[src/rtl/ftoi_pipe.sv]
// ftoi_pipe: two-stage pipelined float32 -> integer converter.
//
// Stage 1 unpacks the operand and aligns the significand into an integer
// magnitude plus guard/sticky bits. Stage 2 rounds, range-checks and
// saturates. A single global enable advances both stages, so backpressure
// on the result side stalls the whole pipe. Order is always preserved.
//
// Ports:
//   clk          clock, all state on rising edge
//   rstn         asynchronous active-low reset
//   s_valid      operand valid
//   s_ready      operand accepted this cycle when high
//   x            float32 operand
//   rmode        00 RNE, 01 RTZ, 10 RDN (floor), 11 RUP (ceil)
//   is_unsigned  1: unsigned result range, 0: two's complement
//   m_valid      result valid
//   m_ready      downstream accepts result
//   y            converted integer (INT_W bits)
//   flags        {invalid, overflow, inexact}
module ftoi_pipe #(
  parameter int unsigned INT_W = 32  // legal range 8..64
) (
  input  logic             clk,
  input  logic             rstn,
  input  logic             s_valid,
  output logic             s_ready,
  input  logic [31:0]      x,
  input  logic [1:0]       rmode,
  input  logic             is_unsigned,
  output logic             m_valid,
  input  logic             m_ready,
  output logic [INT_W-1:0] y,
  output logic [2:0]       flags
);

  // Significand (24 bits) shifted left by up to INT_W positions.
  localparam int unsigned ExtW = INT_W + 24;

  // Magnitude limits, compared against the (INT_W+2)-bit rounded sum.
  localparam logic [INT_W+1:0] LimSPos = {3'b000, {(INT_W - 1){1'b1}}};
  localparam logic [INT_W+1:0] LimSNeg = {3'b001, {(INT_W - 1){1'b0}}};
  localparam logic [INT_W+1:0] LimU    = {2'b00, {INT_W{1'b1}}};

  logic en;

  // ---------------------------------------------------------------------
  // Stage 1: unpack and align
  // ---------------------------------------------------------------------
  logic            sign_d;
  logic [7:0]      exp_b;
  logic [22:0]     man;
  int              exp_unb;
  logic [ExtW-1:0] ext;
  logic [ExtW-1:0] shifted;
  logic [INT_W:0]  mag_d;
  logic            guard_d, sticky_d, nan_d, inf_d, big_d;

  always_comb begin
    sign_d   = x[31];
    exp_b    = x[30:23];
    man      = x[22:0];
    exp_unb  = int'(exp_b) - 127;
    ext      = {{INT_W{1'b0}}, 1'b1, man};
    shifted  = '0;
    mag_d    = '0;
    guard_d  = 1'b0;
    sticky_d = 1'b0;
    nan_d    = 1'b0;
    inf_d    = 1'b0;
    big_d    = 1'b0;
    if (exp_b == 8'hFF) begin
      nan_d = (man != '0);
      inf_d = (man == '0);
    end else if (exp_b == 8'h00) begin
      // Zero and denormals: flushed to an exact zero magnitude.
    end else if (exp_unb < 0) begin
      // Pure fraction: only 2^-1 lands in the guard position.
      guard_d  = (exp_unb == -1);
      sticky_d = (exp_unb == -1) ? |man : 1'b1;
    end else if (exp_unb > int'(INT_W)) begin
      // Too large for even the INT_W+1 bit magnitude; skip the shifter.
      big_d = 1'b1;
    end else begin
      // Binary point sits between bits 23 and 22 of the shifted value.
      shifted  = ext << exp_unb[6:0];
      mag_d    = shifted[ExtW-1:23];
      guard_d  = shifted[22];
      sticky_d = |shifted[21:0];
    end
  end

  logic           v1_q;
  logic           sign1_q;
  logic [INT_W:0] mag1_q;
  logic           guard1_q, sticky1_q, nan1_q, inf1_q, big1_q;
  logic [1:0]     rmode1_q;
  logic           uns1_q;

  always_ff @(posedge clk or negedge rstn) begin
    if (!rstn) begin
      v1_q      <= 1'b0;
      sign1_q   <= 1'b0;
      mag1_q    <= '0;
      guard1_q  <= 1'b0;
      sticky1_q <= 1'b0;
      nan1_q    <= 1'b0;
      inf1_q    <= 1'b0;
      big1_q    <= 1'b0;
      rmode1_q  <= 2'b00;
      uns1_q    <= 1'b0;
    end else if (en) begin
      v1_q <= s_valid;
      if (s_valid) begin
        sign1_q   <= sign_d;
        mag1_q    <= mag_d;
        guard1_q  <= guard_d;
        sticky1_q <= sticky_d;
        nan1_q    <= nan_d;
        inf1_q    <= inf_d;
        big1_q    <= big_d;
        rmode1_q  <= rmode;
        uns1_q    <= is_unsigned;
      end
    end
  end

  // ---------------------------------------------------------------------
  // Stage 2: round, range-check, saturate
  // ---------------------------------------------------------------------
  logic             inc;
  logic             inexact;
  logic [INT_W+1:0] sum;
  logic [INT_W-1:0] mag_t;
  logic [INT_W-1:0] max_val;
  logic [INT_W-1:0] neg_sat;
  logic             in_range;
  logic [INT_W-1:0] y_d;
  logic [2:0]       flags_d;

  always_comb begin
    inexact = guard1_q | sticky1_q;
    case (rmode1_q)
      2'b00:   inc = guard1_q & (sticky1_q | mag1_q[0]);
      2'b01:   inc = 1'b0;
      2'b10:   inc = sign1_q & inexact;
      default: inc = ~sign1_q & inexact;
    endcase
    sum   = {1'b0, mag1_q} + {{(INT_W + 1){1'b0}}, inc};
    mag_t = sum[INT_W-1:0];

    max_val = uns1_q ? {INT_W{1'b1}} : {1'b0, {(INT_W - 1){1'b1}}};
    neg_sat = uns1_q ? {INT_W{1'b0}} : {1'b1, {(INT_W - 1){1'b0}}};

    if (uns1_q) begin
      in_range = sign1_q ? (sum == '0) : (sum <= LimU);
    end else begin
      in_range = sign1_q ? (sum <= LimSNeg) : (sum <= LimSPos);
    end

    y_d     = '0;
    flags_d = 3'b000;
    if (nan1_q) begin
      y_d     = max_val;
      flags_d = 3'b100;
    end else if (inf1_q) begin
      y_d     = sign1_q ? neg_sat : max_val;
      flags_d = 3'b100;
    end else if (big1_q || !in_range) begin
      y_d     = sign1_q ? neg_sat : max_val;
      flags_d = 3'b010;
    end else begin
      y_d     = sign1_q ? (~mag_t + {{(INT_W - 1){1'b0}}, 1'b1}) : mag_t;
      flags_d = {2'b00, inexact};
    end
  end

  logic             m_valid_q;
  logic [INT_W-1:0] y_q;
  logic [2:0]       flags_q;

  always_ff @(posedge clk or negedge rstn) begin
    if (!rstn) begin
      m_valid_q <= 1'b0;
      y_q       <= '0;
      flags_q   <= 3'b000;
    end else if (en) begin
      m_valid_q <= v1_q;
      if (v1_q) begin
        y_q     <= y_d;
        flags_q <= flags_d;
      end
    end
  end

  // The whole pipe moves whenever the output register is empty or draining.
  assign en      = ~m_valid_q | m_ready;
  assign s_ready = en & rstn;
  assign m_valid = m_valid_q;
  assign y       = y_q;
  assign flags   = flags_q;

endmodule

[config.mk]
export PLATFORM = sky130hd
export DESIGN_NAME = ftoi_pipe
export DESIGN_NICKNAME = d
export VERILOG_FILES = /design/src/rtl/ftoi_pipe.sv
export SDC_FILE = /design/constraint.sdc
export NUM_CORES = 1
export LEC_CHECK = 0
export CAP_MARGIN = 0
export CELL_PAD_IN_SITES_DETAIL_PLACEMENT = 1
export CELL_PAD_IN_SITES_GLOBAL_PLACEMENT = 1
export CORE_MARGIN = 4
export CORE_UTILIZATION = 47
export CTS_CLUSTER_SIZE = 28
export DETAILED_ROUTE_END_ITERATION = 16
export HOLD_SLACK_MARGIN = 0.15
export PLACE_DENSITY = 0.83
export SYNTH_ARGS = -nofsm -noshare
export SYNTH_HDL_FRONTEND = slang
export SYNTH_SLANG_ARGS = --single-unit
[constraint.sdc]
create_clock -name clk -period 9.75 [get_ports clk]
set_input_delay 1.4625 -clock clk [delete_from_list [all_inputs] [get_ports clk]]
set_output_delay 1.4625 -clock clk [all_outputs]
set_load 0.02 [all_outputs]
Word-level counts from Yosys, hierarchy flattened
Index checks and enable logic that the tools add are counted.

Logic and storage cells: 80. Flip-flop bits (word level): 79.

Reductions and logical operators: 11. Magnitude comparators: 5. Shift operators: 1. Add/subtract/negate cells: 3. Mux-type cells: 33. Bitwise logic cells: 10. Equal/unequal tests: 4.

Operators with widths (number): 2-to-1 mux 32 bit (7); 2-to-1 mux 33 bit (4); <= comparator 34 x 32 -> 1 bit, second input constant (2); left shift 24 x 7 -> 56 bit (1); adder 33 x 1 -> 34 bit (1); <= comparator 34 x 31 -> 1 bit, second input constant (1); logical NOT 34 bit (1); adder 32 x 1 -> 32 bit, second input constant (1); inverter 32 bit (1); logical NOT 23 bit (1); nonzero test 23 bit (1); OR reduction 23 bit (1); OR reduction 22 bit (1); 2-to-1 mux 1 bit (18); equality test 9 x 1 -> 1 bit, second input constant (1); > comparator 9 x 7 -> 1 bit, second input constant (1); less-than comparator 9 x 1 -> 1 bit, second input constant (1); subtractor 8 x 7 -> 9 bit, second input constant (1); equality test 8 bit, second input constant (1); logical NOT 8 bit (1); 2-to-1 mux 3 bit (2); bitwise AND 1 bit (4); AND reduction 2 bit (2); bitwise OR 1 bit (3); 8 further kinds (9).

Logic depth before layout (Yosys ltp)
Gate-level depths: netlist of run 1.

Depth after elaboration: 12. Depth in mapped cells: 20. Mapped depth without buffers: 17.

Worst setup path before layout of run 1
Ideal clock, no wire load.

Path type: input-to-reg. Start point: input port x[23]. End point: register sticky1_q. Arrival: 4.879 ns. Data required time: 9.630 ns. Buffers on the path: 5. Cell stages on the path: 15. Setup slack: 4.751 ns. Path through: buf_2 -> buf_1 -> buf_2 -> inv_1 -> ha_1 -> buf_2 -> clkbuf_1 -> mux4_2 -> mux2_2 -> mux2i_1 -> nand4_1 -> o41ai_1 -> a31oi_1 -> o21ai_0 -> nand2_1.

Cells in the longest elaborated chain, start to end: 7. Elaborated cells on any way between the ends: 13. Classes of those cells: 1 x add/sub; 2 x order compare; 2 x eq/ne; 1 x shift; 5 x mux; 2 x reduce/logical.

Ends and longest elaborated chain: start: declaration (RTL line 27) `input logic [31:0] x,`; subtractor 8 x 7 -> 9 bit (RTL line 62) `exp_unb = int'(exp_b) - 127;`; left shift 24 x 7 -> 56 bit (RTL line 85) `shifted = ext << exp_unb[6:0];`; OR reduction 22 bit (RTL line 88) `sticky_d = |shifted[21:0];`; 2-to-1 mux 1 bit (RTL line 80) `end else if (exp_unb > int'(INT_W)) begin`; 2-to-1 mux 1 bit (RTL line 76) `end else if (exp_unb < 0) begin`; 2-to-1 mux 1 bit (RTL line 74) `end else if (exp_b == 8'h00) begin`; 2-to-1 mux 1 bit * (RTL line 71) `if (exp_b == 8'hFF) begin`; end signal: assignment (RTL line 117) `sticky1_q <= sticky_d;`; end: declaration (RTL line 95) `logic guard1_q, sticky1_q, nan1_q, inf1_q, big1_q;`.

Mark *: on every way between the ends. The rest lies on a longest branch, timed or not. A chain may end at the register's enable or synchronous reset.

Final worst setup path of run 1
Start point: register sign1_q. End point: register y_q[9] (netlist: y[9]).

Cells in the longest elaborated chain, start to end: 12. Elaborated cells on any way between the ends: 21. Classes of those cells: 2 x add/sub; 3 x order compare; 9 x mux; 4 x bitwise; 3 x reduce/logical.

Ends and longest elaborated chain: start: declaration (RTL line 93) `logic sign1_q;`; start signal: assignment (RTL line 114) `sign1_q <= sign_d;`; inverter 1 bit (RTL line 146) `default: inc = ~sign1_q & inexact;`; bitwise AND 1 bit (RTL line 146); case mux 1 bit (3 select lines) (RTL line 142) `case (rmode1_q)`; adder 33 x 1 -> 34 bit (RTL line 148) `sum = {1'b0, mag1_q} + {{(INT_W + 1){1'b0}}, inc};`; <= comparator 34 x 31 -> 1 bit, or another cell as far along (RTL line 157) `in_range = sign1_q ? (sum <= LimSNeg) : (sum <= LimSPos);`; 2-to-1 mux 1 bit, on equally long branches (RTL line 157, 155); 2-to-1 mux 1 bit (RTL line 154) `if (uns1_q) begin`; logical NOT 1 bit (RTL line 168) `end else if (big1_q || !in_range) begin`; logical OR 1 bit (RTL line 168); 2-to-1 mux 32 bit (RTL line 168); 2-to-1 mux 32 bit * (RTL line 165) `end else if (inf1_q) begin`; 2-to-1 mux 32 bit * (RTL line 162) `if (nan1_q) begin`; end signal: assignment (RTL line 189) `y_q <= y_d;`; end: declaration (RTL line 178) `logic [INT_W-1:0] y_q;`.

Marked as above.

==> flow_metrics.tcl, run 1 <==
set metrics [dict create \
    status "finished clean" \
    rsz0062_at_grt "false" \
    clk_latency_ps 350 \
    syn_inst 859 \
    routed-via-count 7162 \
    min_period_ps 6300 \
    cp.required_ps 9910 \
    relSlewSlack_pct 11.3 \
    coreArea_sq_um 14700 \
    antenna_left 0 \
    ir_drop_uv 89.6 \
    drv_slew 0 \
    num_io_pins 76 \
    avgSynthCellArea_sq_um 8.32 \
    drcViolationCount 0 \
    arrival_ps 6460 \
    worst_hold_path_type "flop to flop" \
    drtIter0Drc 423 \
    placed_cells 1056 \
    rrSetupSlack_ps 3450 \
    synthTopCellsByCount "nand2_1, dfrtp_1, a21oi_1" \
    io_buffers 75 \
    maxCapViolations 0 \
    area_growth_pct 14.3 \
    cp-endpoint "y[9]$_DFFE_PN0P_" \
    synth.most_common_cell "nand2_1" \
    wl_per_cell_um 23.5 \
    start_kind "flop" \
    antenna_found_initial 0 \
    start_util_pct 48.6 \
    first_global_vias 7382 \
    r2r-end "y[9]$_DFFE_PN0P_" \
    dieArea_sq_um 17200 \
    ys_async_sr_fraction_pct 100 \
    synthTopCellsByArea "dfrtp_1, mux4_2, nand2_1" \
    htreeDepth 3 \
    yosysSeqAreaShare_pct 27.7 \
    die_w_um 131 \
    root_buffer "clkbuf_16" \
    end_kind "flop" \
    clk_pin_slew_worst_paths_ps 60 \
    avgViaCountPerCell 6.68 \
    drive_gt1_share_pct 8.90 \
    timing.rr.start "sign1_q$_DFFE_PN0P_" \
    dp_hpwl_um 19500 \
    p_leak_nw 3.21 \
    setup_violations 0 \
    cts_tree "yes" \
    grt_pass1_wl_um 40800 \
    routabilityCongestion 0.959 \
    dieHeight_um 131 \
    diodes 0 \
    final-instance-count-excl-fill 1072 \
    syn-num-nets 906 \
    worstMarginPinSlew_ps 1330 \
    clock-sinks 79 \
    wirelength_um 25200 \
    max_freq_mhz 159 \
    critical_path_class "flop to flop" \
    placementRows 44 \
    tns_ps 0 \
    synth_top_area_share_pct 27.7 \
    synth_seq_cells 79 \
    crit_fanout 37 \
    ys_types 78 \
    numCtsBuffers 9 \
    final_hold_viol_count 0 \
    grt.total_usage_pct 28.8 \
    synthFlopType "dfrtp_1" \
    cts_setup_buffers 0 \
    yosys_warnings 0 \
    synth_edf_count 0 \
    startpoint "sign1_q$_DFFE_PN0P_" \
    fin_skew_ps 8.90 \
    ctsResizeCount 0 \
    timing.final.crit_share_pct 64.6 \
    clockBufferDepth 2 \
    grt_overflow 0 \
    powerDensity_nw_per_um2 182 \
    synth_top_area_cell "dfrtp_1" \
    grt_max_degree 81 \
    ctsHoldBuffers 0 \
    rr_worst_depth 16 \
    first_pass_iters 4 \
    nNetsFinal 930 \
    syn_area_sq_um 7140 \
]
==> layout make-up <==
type                            count  area [sq um]
Timing Repair Buffer               86           826
Clock inverter                      6          37.5
Clock buffer                       10           229
Multi-Input combinational cell    693          4820
Fill cell                        1742          6530
Inverter                           14          52.6
Sequential cell                    79          1980
Tap cell                          184           230
==> metrics by stage <==
| stage | hold slack (ps) | instance area, sq um | setup WS [ps] | utilization [%] | total power [mW] |
|---|---|---|---|---|---|
| CTS | 487 | 8170 | 3490 | 55.6 | 1.50 |
| finish | 487 | 8170 | 3450 | 55.6 | 1.49 |
| detailed placement | 471 | 7900 | 3550 | 53.8 | 1.18 |
| global placement | 458 | 7900 | 3730 | 53.8 | 1.15 |
| floorplan | 451 | 7140 | 4750 | - | 0.900 |
| global route | 519 | 8170 | 2990 | 55.6 | 1.58 |
==> kinds of logic after synthesis <==
logic type,Yosys count,share of synthesized area [%]
xor gates and xnor gates,67,8.21
and+or+nand+nor,298,21.2
muxes,53,10.8
buffers and inverters,87,5.27
adders and majority gates,8,1.40
AOI/OAI and AO/OA,267,25.5
DFF,79,27.7
==> critical path, stage by stage, from the launching register on <==
cell and delay [ps]:
dfrtp_1 360, buf_4 240, inv_1 400, nand2_1 130
xnor2_1 150, nor3_1 160, ha_1 450, ha_1 580
nand4_1 440, or4_1 720, nor4_1 370, mux2i_1 410
and2_1 310, o21a_1 230, o21a_1 850, o2bb2ai_1 200
a21oi_1 50
==> worst min-delay path by stage <==
| stage | start | endpoint | slack (ps) | depth (start not counted) |
|---|---|---|---|---|
| after global routing | flags[0]$_DFFE_PN0P_ | flags[0]$_DFFE_PN0P_ | 520 | 2 |
| after detailed placement | flags[0]$_DFFE_PN0P_ | flags[0]$_DFFE_PN0P_ | 470 | 2 |
| final | flags[0]$_DFFE_PN0P_ | flags[0]$_DFFE_PN0P_ | 490 | 2 |
| after floorplan | v1_q$_DFFE_PN0N_ | m_valid$_DFFE_PN0N_ | 450 | 2 |
| after CTS | flags[0]$_DFFE_PN0P_ | flags[0]$_DFFE_PN0P_ | 490 | 2 |
| after global placement | flags[2]$_DFFE_PN0P_ | flags[2]$_DFFE_PN0P_ | 460 | 2 |
==> state kept, by name, indices dropped and copies added, names as in the netlist, 2 cells and up <==
signal	count
mag1_q	33
y	32
flags	3
rmode1_q	2
==> metal layers <==
metal	wire length, um	track usage, %	vias to the layer above	share of wire, %
li1	-	-	3289	-
met1	10500	35.2	3593	42
met2	12700	50.1	213	50
met3	806	3.13	67	3.2
met4	1230	15.6	0	4.9
met5	0	0	-	0
==> power breakdown <==
group | switching (mW) | total, mW | internal (mW)
Clock | 0.137 | 0.308 | 0.171
Sequential | 0.0567 | 0.459 | 0.402
Combinational | 0.415 | 0.723 | 0.308
==> layout by cell type, fill, tap and decap left out, types with 7 or more instances in the layout <==
master / n
o22ai_1: 41
nand4_1: 17
o21ai_0: 52
inv_1: 14
a32o_1: 7
xnor2_1: 39
nand2_1: 99
xor2_1: 25
ha_1: 8
nor3_1: 25
nor4_1: 13
a31oi_1: 12
mux2i_1: 25
and2_1: 10
dfrtp_1: 79
clkbuf_16: 9
and3_1: 14
mux4_2: 18
clkdlybuf4s50_1: 73
a22o_1: 31
nor2_1: 51
a21oi_1: 54
buf_4: 12
o31ai_1: 13
mux2_2: 10
nand3_1: 30
No activity file was read; power rests on OpenSTA's default activity.
==> run 2: changes to the inputs <==
Settings changed: CORE_UTILIZATION 47 to 44, PLACE_DENSITY 0.83 to 0.78.
Clock period 9.75 ns to 6.1 ns, I/O delays scaled along.
==> run 2 against run 1 <==
Clock power grew 100%. Power up 69%. Count of clock-buffer cells in the layout up 1. Hold slack lost 4.5 ps. Critical path depth did not move. Global-route usage down 1.4 points. Via count down 0.32%. Non-clock buffer count is 8 higher. Critical path type unchanged. Sequential share of layout area fell by 0.48 points. Sequential power increased by 60%.
==> flow_metrics.tcl, run 2 (synthesized netlist as in run 1, its figures left out) <==
set metrics [dict create \
    rsz0062_at_grt "false" \
    clk_latency_ps 350 \
    holdWs_ps 482 \
    nNetsFinal 938 \
    start_kind "flop" \
    r2r-end "y[15]$_DFFE_PN0P_" \
    cp.required_ps 6260 \
    placementRows 46 \
    die_w_um 135 \
    first_global_vias 7252 \
    grt.total_usage_pct 27.4 \
    drv_slew 0 \
    cts_setup_buffers 0 \
    final-instance-count-excl-fill 1112 \
    powerDensity_nw_per_um2 302 \
    timing.rr.start "sign1_q$_DFFE_PN0P_" \
    ir_drop_uv 148 \
    final_cell_mix "nand2_1, dfrtp_1, clkdlybuf4s50_1, a21oi_1, o21ai_0" \
    antenna_left 0 \
    postLayoutCoreUtil_pct 52.5 \
    htreeDepth 3 \
    wirelength_um 24900 \
    finalPower_mw 2.52 \
    regMostFlops "mag1_q" \
    rrSetupSlack_ps 970 \
    maxCapViolations 0 \
    crit_fanout 30 \
    relSlewSlack_pct 17.6 \
    io_buffers 75 \
    drcViolationCount 0 \
    hold_start "flags[2]$_DFFE_PN0P_" \
    hold_end "flags[2]$_DFFE_PN0P_" \
    p_leak_nw 3.29 \
    root_buffer "clkbuf_16" \
    max_freq_mhz 195 \
    grt_overflow 0 \
    wl_per_cell_um 22.4 \
    ctsHoldBuffers 0 \
    avgViaCountPerCell 6.42 \
    setup_violations 0 \
    area_growth_pct 16.7 \
    arrival_ps 5290 \
    critical_path_class "flop to flop" \
    cts_tree "yes" \
    hold_depth 2 \
    worst_hold_path_type "flop to flop" \
    diodes 0 \
    routabilityCongestion 0.924 \
    start_util_pct 45.0 \
    tns_ps 0 \
    coreArea_sq_um 15900 \
    layout_commonest_cell "nand2_1" \
    fin_skew_ps 9.91 \
    antenna_found_initial 0 \
    rr_worst_depth 16 \
    drive_gt1_share_pct 9.49 \
    clockBufferDepth 2 \
    first_pass_iters 5 \
    routed-via-count 7139 \
    largest_reg_flops 33 \
    grt_pass1_wl_um 40200 \
    drtIter0Drc 440 \
    min_period_ps 5130 \
    clock-sinks 79 \
    dieHeight_um 135 \
    dieArea_sq_um 18300 \
    timing.final.crit_share_pct 84.0 \
    status "finished clean" \
    ctsResizeCount 0 \
    grt_max_degree 47 \
    end_kind "flop" \
    numCtsBuffers 9 \
    dp_hpwl_um 19700 \
    placed_cells 1096 \
    final_hold_viol_count 0 \
    worstMarginPinSlew_ps 1240 \
    num_io_pins 76 \
    clk_pin_slew_worst_paths_ps 60 \
]
run 2: worst max path at each step:
stage	depth (start not counted)	slack (ps)	end	from
final	16	970	y[15]$_DFFE_PN0P_	sign1_q$_DFFE_PN0P_
after CTS	15	990	y[24]$_DFFE_PN0P_	sign1_q$_DFFE_PN0P_
after global routing	16	470	flags[0]$_DFFE_PN0P_	sign1_q$_DFFE_PN0P_
after global placement	11	800	sticky1_q$_DFFE_PN0P_	x[23]
after floorplan	15	1650	sticky1_q$_DFFE_PN0P_	x[23]
after detailed placement	10	740	sticky1_q$_DFFE_PN0P_	x[23]
run 2: final cells by class:
cell class | instances | area (sq um)
Clock inverter | 5 | 106
Multi-Input combinational cell | 693 | 4810
Timing Repair Buffer | 94 | 886
Tap cell | 216 | 270
Fill cell | 1913 | 7550
Clock buffer | 11 | 233
Sequential cell | 79 | 1980
Inverter | 14 | 52.6
run 2: through the flow:
stage	cell area (sq um)	setup slack [ps]
final	8330	973
after global placement	8000	804
after global routing	8330	472
after detailed placement	8000	744
after floorplan	7140	1650
after CTS	8330	993
run 2: routing by layer:
metal  track usage (%)  vias to the layer above  share of wire [%]
met5                 0                        -                  0
met1              33.4                     3571                 41
met4              11.9                        0                4.4
met3              3.34                       58                3.7
li1                  -                     3309                  -
met2              48.8                      201                 51
run 2: power breakdown:
| group | switching [mW] | internal, mW | total, mW |
|---|---|---|---|
| clock | 0.216 | 0.401 | 0.616 |
| combinational | 0.668 | 0.498 | 1.17 |
| sequential | 0.0925 | 0.643 | 0.735 |
run 2: critical path, stage by stage, from the launching register on:
cell and delay [ps]:
dfrtp_1 390, inv_1 310, nand2_1 120, xnor2_1 140
nor3_1 140, ha_1 370, ha_1 470, nand4_1 230
buf_4 240, or2_1 330, nor2_2 290, nor3_1 130
nor2_1 300, nand4b_1 210, a2111oi_4 100, o21ai_2 970
a21oi_1 180
==> run 3: changes to the inputs <==
Clock period 6.1 ns to 4.75 ns, I/O delays scaled along.
==> run 3 against run 2 <==
Clock skew grew 1.7 ps. Combinational power rose by 32%. Sequential power grew 29%. Clock power up 13%. Die area did not move. Sequential share of layout area is 0.14 points lower. Utilization rose by 0.32 points. Highest routed layer unchanged.
==> flow_metrics.tcl, run 3 (synthesized netlist as in run 1, its figures left out) <==
set metrics [dict create \
    critical_path_class "input port to flop" \
    regMostFlops "mag1_q" \
    crit_chain "clkdlybuf4s50_1, inv_1, ha_1, buf_4, mux4_2, nand2_1, nand2_1, o21ai_0, o22ai_1, nor3b_1, a31oi_1, o21ai_0, nand2_1" \
    startpoint "x[24]" \
    diodes 0 \
    powerDensity_nw_per_um2 379 \
    avgViaCountPerCell 6.40 \
    start_util_pct 45.0 \
    cts_setup_buffers 0 \
    grt_pass1_wl_um 42400 \
    max_freq_mhz 229 \
    numCtsBuffers 9 \
    crit_slowest_cell "ha_1" \
    p_leak_nw 3.32 \
    routabilityCongestion 0.911 \
    cts_tree "yes" \
    htreeDepth 3 \
    first_pass_iters 6 \
    worst_hold_path_type "input port to async pin" \
    clock-sinks 79 \
    dp_hpwl_um 21000 \
    cpPeakStageDelay_ps 620 \
    status "finished clean" \
    rr_worst_depth 17 \
    worstMarginPinSlew_ps 984 \
    fin_skew_ps 11.6 \
    min_period_ps 4380 \
    holdWs_ps 309 \
    tns_ps 0 \
    clk_latency_ps 350 \
    wirelength_um 26500 \
    relSlewSlack_pct 33.6 \
    largest_reg_flops 33 \
    critical_path_depth 13 \
    root_buffer "clkbuf_16" \
    fillers 1927 \
    routed-via-count 7183 \
    drv_slew 0 \
    rrSetupSlack_ps 380 \
    wl_per_cell_um 23.6 \
    cp_common_cell "nand2_1" \
    dieArea_sq_um 18300 \
    drtIter0Drc 389 \
    final_hold_viol_count 0 \
    final_cell_mix "nand2_1, dfrtp_1, clkdlybuf4s50_1, a21oi_1, o21ai_0" \
    setup_violations 0 \
    rsz0062_at_grt "false" \
    cp.required_ps 4980 \
    ir_drop_uv 208 \
    clockBufferDepth 2 \
    layout_commonest_cell "nand2_1" \
    placementRows 46 \
    grt.total_usage_pct 29.2 \
    coreArea_sq_um 15900 \
    ctsHoldBuffers 0 \
    drive_gt1_share_pct 10.6 \
    timing.final.crit_share_pct 92.1 \
    crit_buf_inv 3 \
    start_kind "input port" \
    die_w_um 135 \
    dieHeight_um 135 \
    r2r-end "flags[0]$_DFFE_PN0P_" \
    area_growth_pct 17.4 \
    end_kind "flop" \
    maxCapViolations 0 \
    first_global_vias 7541 \
    grt_max_degree 46 \
    antenna_left 0 \
    cp-endpoint "sticky1_q$_DFFE_PN0P_" \
    cp_top_family "compound AO/OA/AOI/OAI gates" \
    clk_pin_slew_worst_paths_ps 70 \
    io_buffers 75 \
    drcViolationCount 0 \
    crit_fanout 13 \
    timing.rr.start "sign1_q$_DFFE_PN0P_" \
    finalPower_mw 3.18 \
    antenna_found_initial 0 \
    nNetsFinal 948 \
    arrival_ps 4600 \
    num_io_pins 76 \
    grt_overflow 0 \
]
[run 3: changes by cell type in the layout (fill, tap and decap cells not counted), sizes merged]
| cell | change |
|---|---|
| buf | +10 |
| bufinv | -2 |
| clkbuf | -1 |
| clkinv | +3 |
| clkinvlp | -1 |
| inv | +1 |
[run 3: layout make-up]
class | instances | area (sq um) | share of cell area (%)
clock buffers | 10 | 229 | 2.73
clock inverters | 6 | 70.1 | 0.836
inverters | 14 | 52.6 | 0.627
multi-input cells | 693 | 4820 | 57.5
flip-flops and latches | 79 | 1980 | 23.6
well taps | 216 | 270 | 3.22
repair buffers | 104 | 961 | 11.5
[run 3: metal layers]
| layer | share of wire [%] | vias to the layer above | routed length (um) | track usage [%] |
|---|---|---|---|---|
| met1 | 41 | 3617 | 10800 | 35.0 |
| met3 | 3.7 | 42 | 976 | 4.49 |
| met2 | 52 | 195 | 13900 | 53.3 |
| li1 | - | 3329 | - | - |
| met4 | 3.2 | 0 | 837 | 9.85 |
| met5 | 0 | - | 0 | 0 |
[run 3: power breakdown]
| part | switching [mW] | internal, mW |
|---|---|---|
| sequential | 0.122 | 0.825 |
| combinational | 0.889 | 0.648 |
| clock | 0.288 | 0.411 |
[run 3: what timing repair did]
action | in CTS | in global routing
hold endpoints to repair | 0 | 0
resized for setup | 0 | 2
setup endpoints to repair | 0 | 31
[run 3: how the worst min path moves through the flow]
| stage | to | slack (ps) | cells after the start |
|---|---|---|---|
| after floorplan | big1_q$_DFFE_PN0P_ | 420 | 0 |
| after global placement | flags[1]$_DFFE_PN0P_ | 460 | 2 |
| after detailed placement | flags[2]$_DFFE_PN0P_ | 470 | 2 |
| after CTS | flags[2]$_DFFE_PN0P_ | 320 | 1 |
| after global routing | flags[2]$_DFFE_PN0P_ | 340 | 1 |
| final | flags[2]$_DFFE_PN0P_ | 310 | 1 |
[run 3: worst reg2reg max path, delay by kind of cell (launching register included)]
kind                     cells  cell delay [ps]
AO/OA/AOI/OAI                6             1950
AND/OR/NAND/NOR              5              890
adder cells (fa/ha/maj)      3              710
flip-flops                   1              380
buffers and inverters        2              190
XOR/XNOR                     1              130
[run 3: stage by stage]
step	instance area, sq um	worst slack, ps	util, %	std cells
global route	8380	58.2	52.8	1122
detailed placement	8070	-33.9	50.8	1106
global placement	8070	90.7	50.8	1106
finish	8380	374	52.8	1122
floorplan	7140	501	-	859
CTS	8370	238	52.7	1122
